[src/rtl/shift_add_multiplier_pipelined.sv]
// Pipelined shift-add multiplier (signed/unsigned) with valid/ready flow control and a tag sideband.
// Optional feature macro SHIFT_ADD_MULT_ACCUMULATE_EN adds i_addend, summed into the product.
module shift_add_multiplier_pipelined #(
  parameter int OPERAND_WIDTH  = 8,
  parameter int BITS_PER_STAGE = 2,
  parameter int TAG_WIDTH      = 4
) (
  input  logic                         i_clk,
  input  logic                         i_reset_n,
  input  logic                         i_valid,
  output logic                         o_ready,
  input  logic                         i_signed,
  input  logic [OPERAND_WIDTH-1:0]     i_operand_a,
  input  logic [OPERAND_WIDTH-1:0]     i_operand_b,
`ifdef SHIFT_ADD_MULT_ACCUMULATE_EN
  input  logic [2*OPERAND_WIDTH-1:0]   i_addend,
`endif
  input  logic [TAG_WIDTH-1:0]         i_tag,
  output logic                         o_valid,
  input  logic                         i_ready,
  output logic [2*OPERAND_WIDTH-1:0]   o_result,
  output logic [TAG_WIDTH-1:0]         o_tag
);

  localparam int OW         = OPERAND_WIDTH;
  localparam int BPS        = BITS_PER_STAGE;
  localparam int RW         = 2 * OPERAND_WIDTH;
  localparam int NUM_STAGES = OPERAND_WIDTH / BITS_PER_STAGE;

  if (BPS < 1 || (OW % BPS) != 0) begin : g_bad_cfg
    $error("BITS_PER_STAGE must divide OPERAND_WIDTH");
  end

  logic [NUM_STAGES:0]   rdy;
  logic [NUM_STAGES-1:0] vld;
  logic                  init_q;

  // Holds o_ready low until the first clock after reset release.
  always_ff @(posedge i_clk or negedge i_reset_n) begin
    if (!i_reset_n) init_q <= 1'b0;
    else            init_q <= 1'b1;
  end

  always_comb begin
    rdy             = '0;
    rdy[NUM_STAGES] = i_ready;
    for (int unsigned i = 0; i < NUM_STAGES; i++) begin
      rdy[NUM_STAGES-1-i] = ~vld[NUM_STAGES-1-i] | rdy[NUM_STAGES-i];
    end
  end

  assign o_ready = rdy[0] & init_q;

  for (genvar k = 0; k < NUM_STAGES; k++) begin : stage
    localparam int REM_IN  = OW - k * BPS;
    localparam int REM_OUT = REM_IN - BPS;

    logic              v_in;
    logic              s_in;
    logic [OW-1:0]     a_in;
    logic [REM_IN-1:0] b_in;
    logic [RW-1:0]     p_in;
    logic [TAG_WIDTH-1:0] t_in;
    logic [RW-1:0]     ext;
    logic [RW-1:0]     p_next;

    logic              v_q;
    logic [RW-1:0]     p_q;
    logic [TAG_WIDTH-1:0] t_q;

    if (k == 0) begin : g_src
      assign v_in = i_valid & init_q;
      assign s_in = i_signed;
      assign a_in = i_operand_a;
      assign b_in = i_operand_b;
      assign t_in = i_tag;
`ifdef SHIFT_ADD_MULT_ACCUMULATE_EN
      assign p_in = i_addend;
`else
      assign p_in = '0;
`endif
    end else begin : g_src
      assign v_in = stage[k-1].v_q;
      assign s_in = stage[k-1].g_keep.s_q;
      assign a_in = stage[k-1].g_keep.a_q;
      assign b_in = stage[k-1].g_keep.b_q;
      assign t_in = stage[k-1].t_q;
      assign p_in = stage[k-1].p_q;
    end

    // The weight-2^(OW-1) bit of B is negative in two's complement, so it is subtracted.
    always_comb begin
      ext    = s_in ? {{OW{a_in[OW-1]}}, a_in} : {{OW{1'b0}}, a_in};
      p_next = p_in;
      for (int unsigned j = 0; j < BPS; j++) begin
        if (b_in[j]) begin
          if (s_in && (k * BPS + j == OW - 1)) p_next = p_next - (ext << (k * BPS + j));
          else                                 p_next = p_next + (ext << (k * BPS + j));
        end
      end
    end

    always_ff @(posedge i_clk or negedge i_reset_n) begin
      if (!i_reset_n) begin
        v_q <= 1'b0;
        p_q <= '0;
        t_q <= '0;
      end else if (rdy[k]) begin
        v_q <= v_in;
        p_q <= p_next;
        t_q <= t_in;
      end
    end

    // Only stages that feed a later stage keep A, the sign flag and the unconsumed B bits.
    if (REM_OUT > 0) begin : g_keep
      logic               s_q;
      logic [OW-1:0]      a_q;
      logic [REM_OUT-1:0] b_q;

      always_ff @(posedge i_clk or negedge i_reset_n) begin
        if (!i_reset_n) begin
          s_q <= 1'b0;
          a_q <= '0;
          b_q <= '0;
        end else if (rdy[k]) begin
          s_q <= s_in;
          a_q <= a_in;
          b_q <= b_in[REM_IN-1:BPS];
        end
      end
    end

    assign vld[k] = v_q;
  end

  assign o_valid  = vld[NUM_STAGES-1];
  assign o_result = stage[NUM_STAGES-1].p_q;
  assign o_tag    = stage[NUM_STAGES-1].t_q;

endmodule

[config.mk]
export PLATFORM = sky130hd
export DESIGN_NAME = shift_add_multiplier_pipelined
export DESIGN_NICKNAME = d
export VERILOG_FILES = /design/src/rtl/shift_add_multiplier_pipelined.sv
export SDC_FILE = /design/constraint.sdc
export NUM_CORES = 1
export LEC_CHECK = 0
export ABC_CLOCK_PERIOD_IN_PS = 3800
export CELL_PAD_IN_SITES_DETAIL_PLACEMENT = 0
export CELL_PAD_IN_SITES_GLOBAL_PLACEMENT = 1
export CORE_AREA = 2 2 146 148
export CTS_BUF_LIST = sky130_fd_sc_hd__clkbuf_16
export DETAILED_ROUTE_END_ITERATION = 16
export DIE_AREA = 0 0 148 150
export PLACE_DENSITY = 0.89
export SYNTH_ARGS = -nofsm -noshare
export SYNTH_HDL_FRONTEND = slang
export SYNTH_SLANG_ARGS = --single-unit
[constraint.sdc]
create_clock -name i_clk -period 3.8 [get_ports i_clk]
set_clock_uncertainty 0.05 [all_clocks]
set_input_delay 0.38 -clock i_clk [delete_from_list [all_inputs] [get_ports i_clk]]
set_output_delay 0.38 -clock i_clk [all_outputs]
set_load 0.1 [all_outputs]
== After elaboration in Yosys (flattened, before gate mapping) ==
Index checks and enable logic that the tools add are counted.
Widths: inputs -> output; s select.

* Reduce and logical (&&, ||, !) cells: 0
* Div/mod/pow operators: 0
* Bitwise operators: 10
* $mul: 0
* Add/sub/neg operators: 8
* Equal/unequal tests: 0
* Mux-type cells: 13
* $lt $le $gt $ge: 0
* Shift operators: 0

{| class="wikitable"
|+ Operators by type and width
! kind !! count
|-
| $mux 16 || 10
|-
| $add 16x16->16 || 7
|-
| $sub 16x16->16 || 1
|-
| $mux 14 || 1
|-
| $mux 12 || 1
|-
| $mux 10 || 1
|-
| $not 1->1 || 4
|-
| $or 1x1->1 || 4
|-
| $and 1x1->1 || 2
|}

* Memory bits (read-only): 0
* Input port bits: 25
* Memory bits (writable): 0
* Bits in registers: 124
* Output and inout bits: 22
* Memories: 0
* Bits in latches: 0
* Logic and storage cells: 53

== Depth between registers and ports, before layout ==
* Depth in word-level cells: 6
* Mapped depth: 18

== Least setup slack after synthesis ==
Ideal clock, no wire load.

* Path type: register -> register
* Start: reg stage[0].g_keep.a_q[0]
* End: reg stage[1].p_q[15]
* Cell stages (with the launch flop): 18
* Data required time: 3.662 ns
* Setup time: 0.088 ns
* Slack: -0.083 ns
* Arrival time: 3.745 ns
* Cell sequence: dfrtp_1 ha_1 inv_1 fa_1 nor2b_1 o2111ai_1 a31oi_1 xnor2_1 nand2_1 xnor2_1 ha_1 o41ai_1 nor3b_1 nand2_1 o311ai_2 mux2_2 o211a_1 nor3b_1

* Cells in the longest elaborated chain, start to end: 5

{| class="wikitable"
|+ RTL lines
! what !! line !! source
|-
| start, declared || 118 || <nowiki>logic [OW-1:0] a_q;</nowiki>
|-
| start signal, assigned || 128 || <nowiki>a_q <= a_in;</nowiki>
|-
| $mux 14 * || 93 || <nowiki>ext = s_in ? {{OW{a_in[OW-1]}}, a_in} : {{OW{1'b0}}, a_in};</nowiki>
|-
| $add 16x16->16 || 98 || <nowiki>else p_next = p_next + (ext << (k * BPS + j));</nowiki>
|-
| $mux 16 || 96 || <nowiki>if (b_in[j]) begin</nowiki>
|-
| $add 16x16->16 || 98 ||
|-
| $mux 16 * || 96 ||
|-
| end signal, assigned || 110 || <nowiki>p_q <= p_next;</nowiki>
|-
| end, declared || 68 || <nowiki>logic [RW-1:0] p_q;</nowiki>
|}

Mark *: on every way between the ends. The rest lies on a longest branch, timed or not.
A chain may end at the register's enable or synchronous reset.

== Worst setup path after layout ==
Same ends and word-level chain as after synthesis.

==> impl_metrics.toml <==
[drt]
detail_route.wl_per_cell_um = 14.1
dr.pass1.iters = 4
vias = 7306
routed_wl_um = 19700
ant_nets = 0
drt_iter0_drc = 330
avgViaCountPerCell = 5.23
remaining_drc_errors = 0

[pwr]
power.leakage_nw = 4.96
powerDensity_nw_per_um2 = 658
clkPwrFrac_pct = 24.9
p_sw_w = 0.00282
p_seq_share_pct = 25.6
internal-power_w = 0.00417
ir_worst_vdd_mv = 0.350
swShare_pct = 40.4
combinationalPowerShare_pct = 49.5

[clocking]
clkTransAtPathRegs_ns = 0.06
clk_latency_ns = 0.41
cts_tree = "built"
h-tree-depth = 4
cts_made_buffers = 17
cts.sinks = 124
cts.path.max_buffers = 2
cts-root-buf = "clkbuf_16"

[grt]
grt_overflow = 0
grt_pass1_vias = 7047
grt_max_degree = 74
grt_first_pass_wirelength_um = 33300
grt.total_usage_pct = 18.3
antenna_found_initial = 0

[worst_setup_path]
cp_slowest_cell = "fa_2"
path_cells = "ha_2 -> inv_2 -> fa_2 -> nor2b_4 -> o2111ai_2 -> a31oi_2 -> xnor2_1 -> nand2_1 -> xnor2_2 -> ha_2 -> a21o_1 -> o41ai_4 -> buf_4 -> o311ai_4 -> mux2_4 -> o211a_1 -> nor3b_2"
worstSetupStartpointType = "flip-flop"
end_kind = "flip-flop"
cp_common_cell = "ha_2"
critical_path.max_stage_delay_ns = 0.37
crit_type = "flip-flop to flip-flop"
crit_required_ns = 4.09
critical_path_arrival_ns = 4.02
worstPathMaxFanout = 2

[yosys]
synthTopCellsByCount = "262 x nand2_1, 124 x dfrtp_1, 68 x o21ai_0, 67 x ha_1, 62 x a21oi_1"
synth-main-ff-cell = "dfrtp_1"
synth_largest_area_cell = "dfrtp_1"
synth-seq-cells = 124
synth_cell_types = 67
synth_top_area_share_pct = 36.2
synth_area_um2 = 8570
synth_edf_count = 0
synthTopCellsByArea = "dfrtp_1 36%, nand2_1 11%, ha_1 9.8%"
ys.warnings.count = 0
synth_cells = 1026
synth_seq_area_share_pct = 36.2
ys_async_sr_fraction_pct = 100
synth.most_common_cell = "nand2_1"
syn_nets = 1125
syn-mean-instance-area_um2 = 8.36

[run]
cap_violations = 0

[layout]
drive_above_1_share_pct = 14.9
nets = 1209
nFillCells = 1936
num_antenna_cells = 0
synthToLayoutAreaGrowth_pct = 24.0

[sta]
relSlewSlack_pct = 33.4
setup_viol_count_final = 0
whs_ns = 0.415
fin_crit_ns = 3.73
hold_viol = 0
finalSetupTns_ns = 0
worst_slew_pin_slew_ns = 0.995
layout_setup_ws_ns = 0.0693
fmax_mhz = 268
final_max_slew_viol_count = 0
period_share_pct = 98.2
rsz0062_at_grt = "true"

[floorplan]
die_w_um = 148
core_um2 = 20700
dieHeight_um = 150
dieArea_um2 = 22200
placementRows = 53
pin_count = 47
start_util_pct = 41.4

[placement]
io_buffers = 46
gp_congestion = 0.877
dp_hpwl_um = 14300
place_ws_ns = -0.239

[worst_hold_path]
hp-class = "flip-flop to flip-flop"

[run_status]
outcome = "complete, no violations"
[cell type report]
class / count / area, um2 / share of cell area, %
tap: 275 / 344 / 3.24
clock buffer: 17 / 425 / 4.00
inverter: 45 / 169 / 1.59
timing repair buffer: 107 / 941 / 8.85
clock inverter: 15 / 211 / 1.99
multi-input combinational: 815 / 5440 / 51.1
sequential: 124 / 3100 / 29.2
[worst max-delay path: cells and delay by family, from the launching register on]
family                   cells  cell delay (ns)
AO/OA/AOI/OAI                6             1.10
multiplexers                 1             0.34
XOR/XNOR                     2             0.30
flip-flops                   1             0.36
buffers and inverters        2             0.20
adder cells (fa/ha/maj)      3             0.91
AND/OR/NAND/NOR              3             0.42
[routing by layer]
layer	vias up	routed length (um)	track usage, %
met5	-	0	0
met3	14	465	3.05
li1	3696	-	-
met4	0	286	5.29
met2	100	9790	31.3
met1	3496	9130	23.9
[power by group through the flow]
stage | Sequential [W] | Clock, W | Combinational (W)
6_report | 0.00179 | 0.00174 | 0.00346
5_1_grt | 0.00182 | 0.00183 | 0.00382
3_3_place_gp | 0.00179 | 0 | 0.00315
2_1_floorplan | 0.00232 | 0 | 0.00189
3_5_place_dp | 0.00181 | 0 | 0.00321
4_1_cts | 0.00179 | 0.00177 | 0.00332
[cell usage in the layout, fill, tap and decap left out, drive strengths merged, types with 5 or more instances in the layout]
cell type	n
a211oi	5
a21boi	7
a21o	20
a21oi	63
a31oi	8
and2	11
and3	6
buf	62
clkbuf	17
clkdlybuf4s50	44
clkinv	7
dfrtp	124
fa	7
ha	67
inv	47
mux2	19
mux2i	17
nand2	262
nand2b	10
nand3	13
nor2	61
nor2b	9
nor3	19
o21a	9
o21ai	71
o21bai	6
o311ai	5
o41ai	5
xnor2	45
xor2	11
[state kept, by name, summed over array words and instances (netlist names), 3 cells and up]
signal,flops
stage.g_keep.b_q,12
o_result,16
o_tag,4
stage.g_keep.a_q,24
stage.p_q,48
stage.g_keep.s_q,3
stage.v_q,3
stage.t_q,12
[through the flow]
step                      utilization, %  power, W  cells  instance area, um2
final                               51.4   0.00699   1398               10600
after global placement              46.4   0.00494   1355                9600
after detailed placement            46.4   0.00502   1355                9600
after CTS                           50.3   0.00687   1390               10400
after floorplan                        -   0.00420   1026                8580
after global routing                51.4   0.00748   1398               10600
[cells by family (layout without fill, tap and decap cells)]
logic type / Yosys count / after routing / share of synthesized area (%)
XOR/XNOR: 57 / 57 / 6.07
buffers and inverters: 87 / 184 / 4.04
other: 1 / 1 / 0.0437
AO/OA/AOI/OAI: 228 / 228 / 16.7
AND/OR/NAND/NOR: 419 / 419 / 21.0
flip-flops: 124 / 124 / 36.2
multiplexers: 36 / 36 / 4.48
adder cells (fa/ha/maj): 74 / 74 / 11.4
[what timing repair did]
| action | CTS | global route |
|---|---|---|
| hold buffers | 1 | 0 |
| gates resized for setup | 27 | 33 |
| setup buffers | 2 | 8 |
| setup endpoints to repair | 6 | 10 |
| pin swaps | 7 | 19 |
| hold endpoints to repair | 9 | 0 |
[path summary, 6_finish.rpt]
| path | slack (ns) | cells past startpoint | start | to |
|---|---|---|---|---|
| hold / removal | 0.41 | 2 | o_tag[3]$_DFFE_PN0P_ | o_tag[3]$_DFFE_PN0P_ |
| max in group asynchronous | 2.37 | 3 | i_reset_n | stage[0].p_q[4]$_DFFE_PN0N_ |
| hold reg to reg | 0.41 | 2 | o_tag[3]$_DFFE_PN0P_ | o_tag[3]$_DFFE_PN0P_ |
| setup / recovery | 0.07 | 17 | stage[0].g_keep.a_q[0]$_DFFE_PN0N_ | stage[1].p_q[15]$_DFFE_PN0P_ |
| min in group asynchronous | 0.51 | 2 | i_reset_n | stage[2].p_q[14]$_DFFE_PN0P_ |
| setup reg to reg | 0.07 | 17 | stage[0].g_keep.a_q[0]$_DFFE_PN0N_ | stage[1].p_q[15]$_DFFE_PN0P_ |
(Power assumes the default switching activity.)
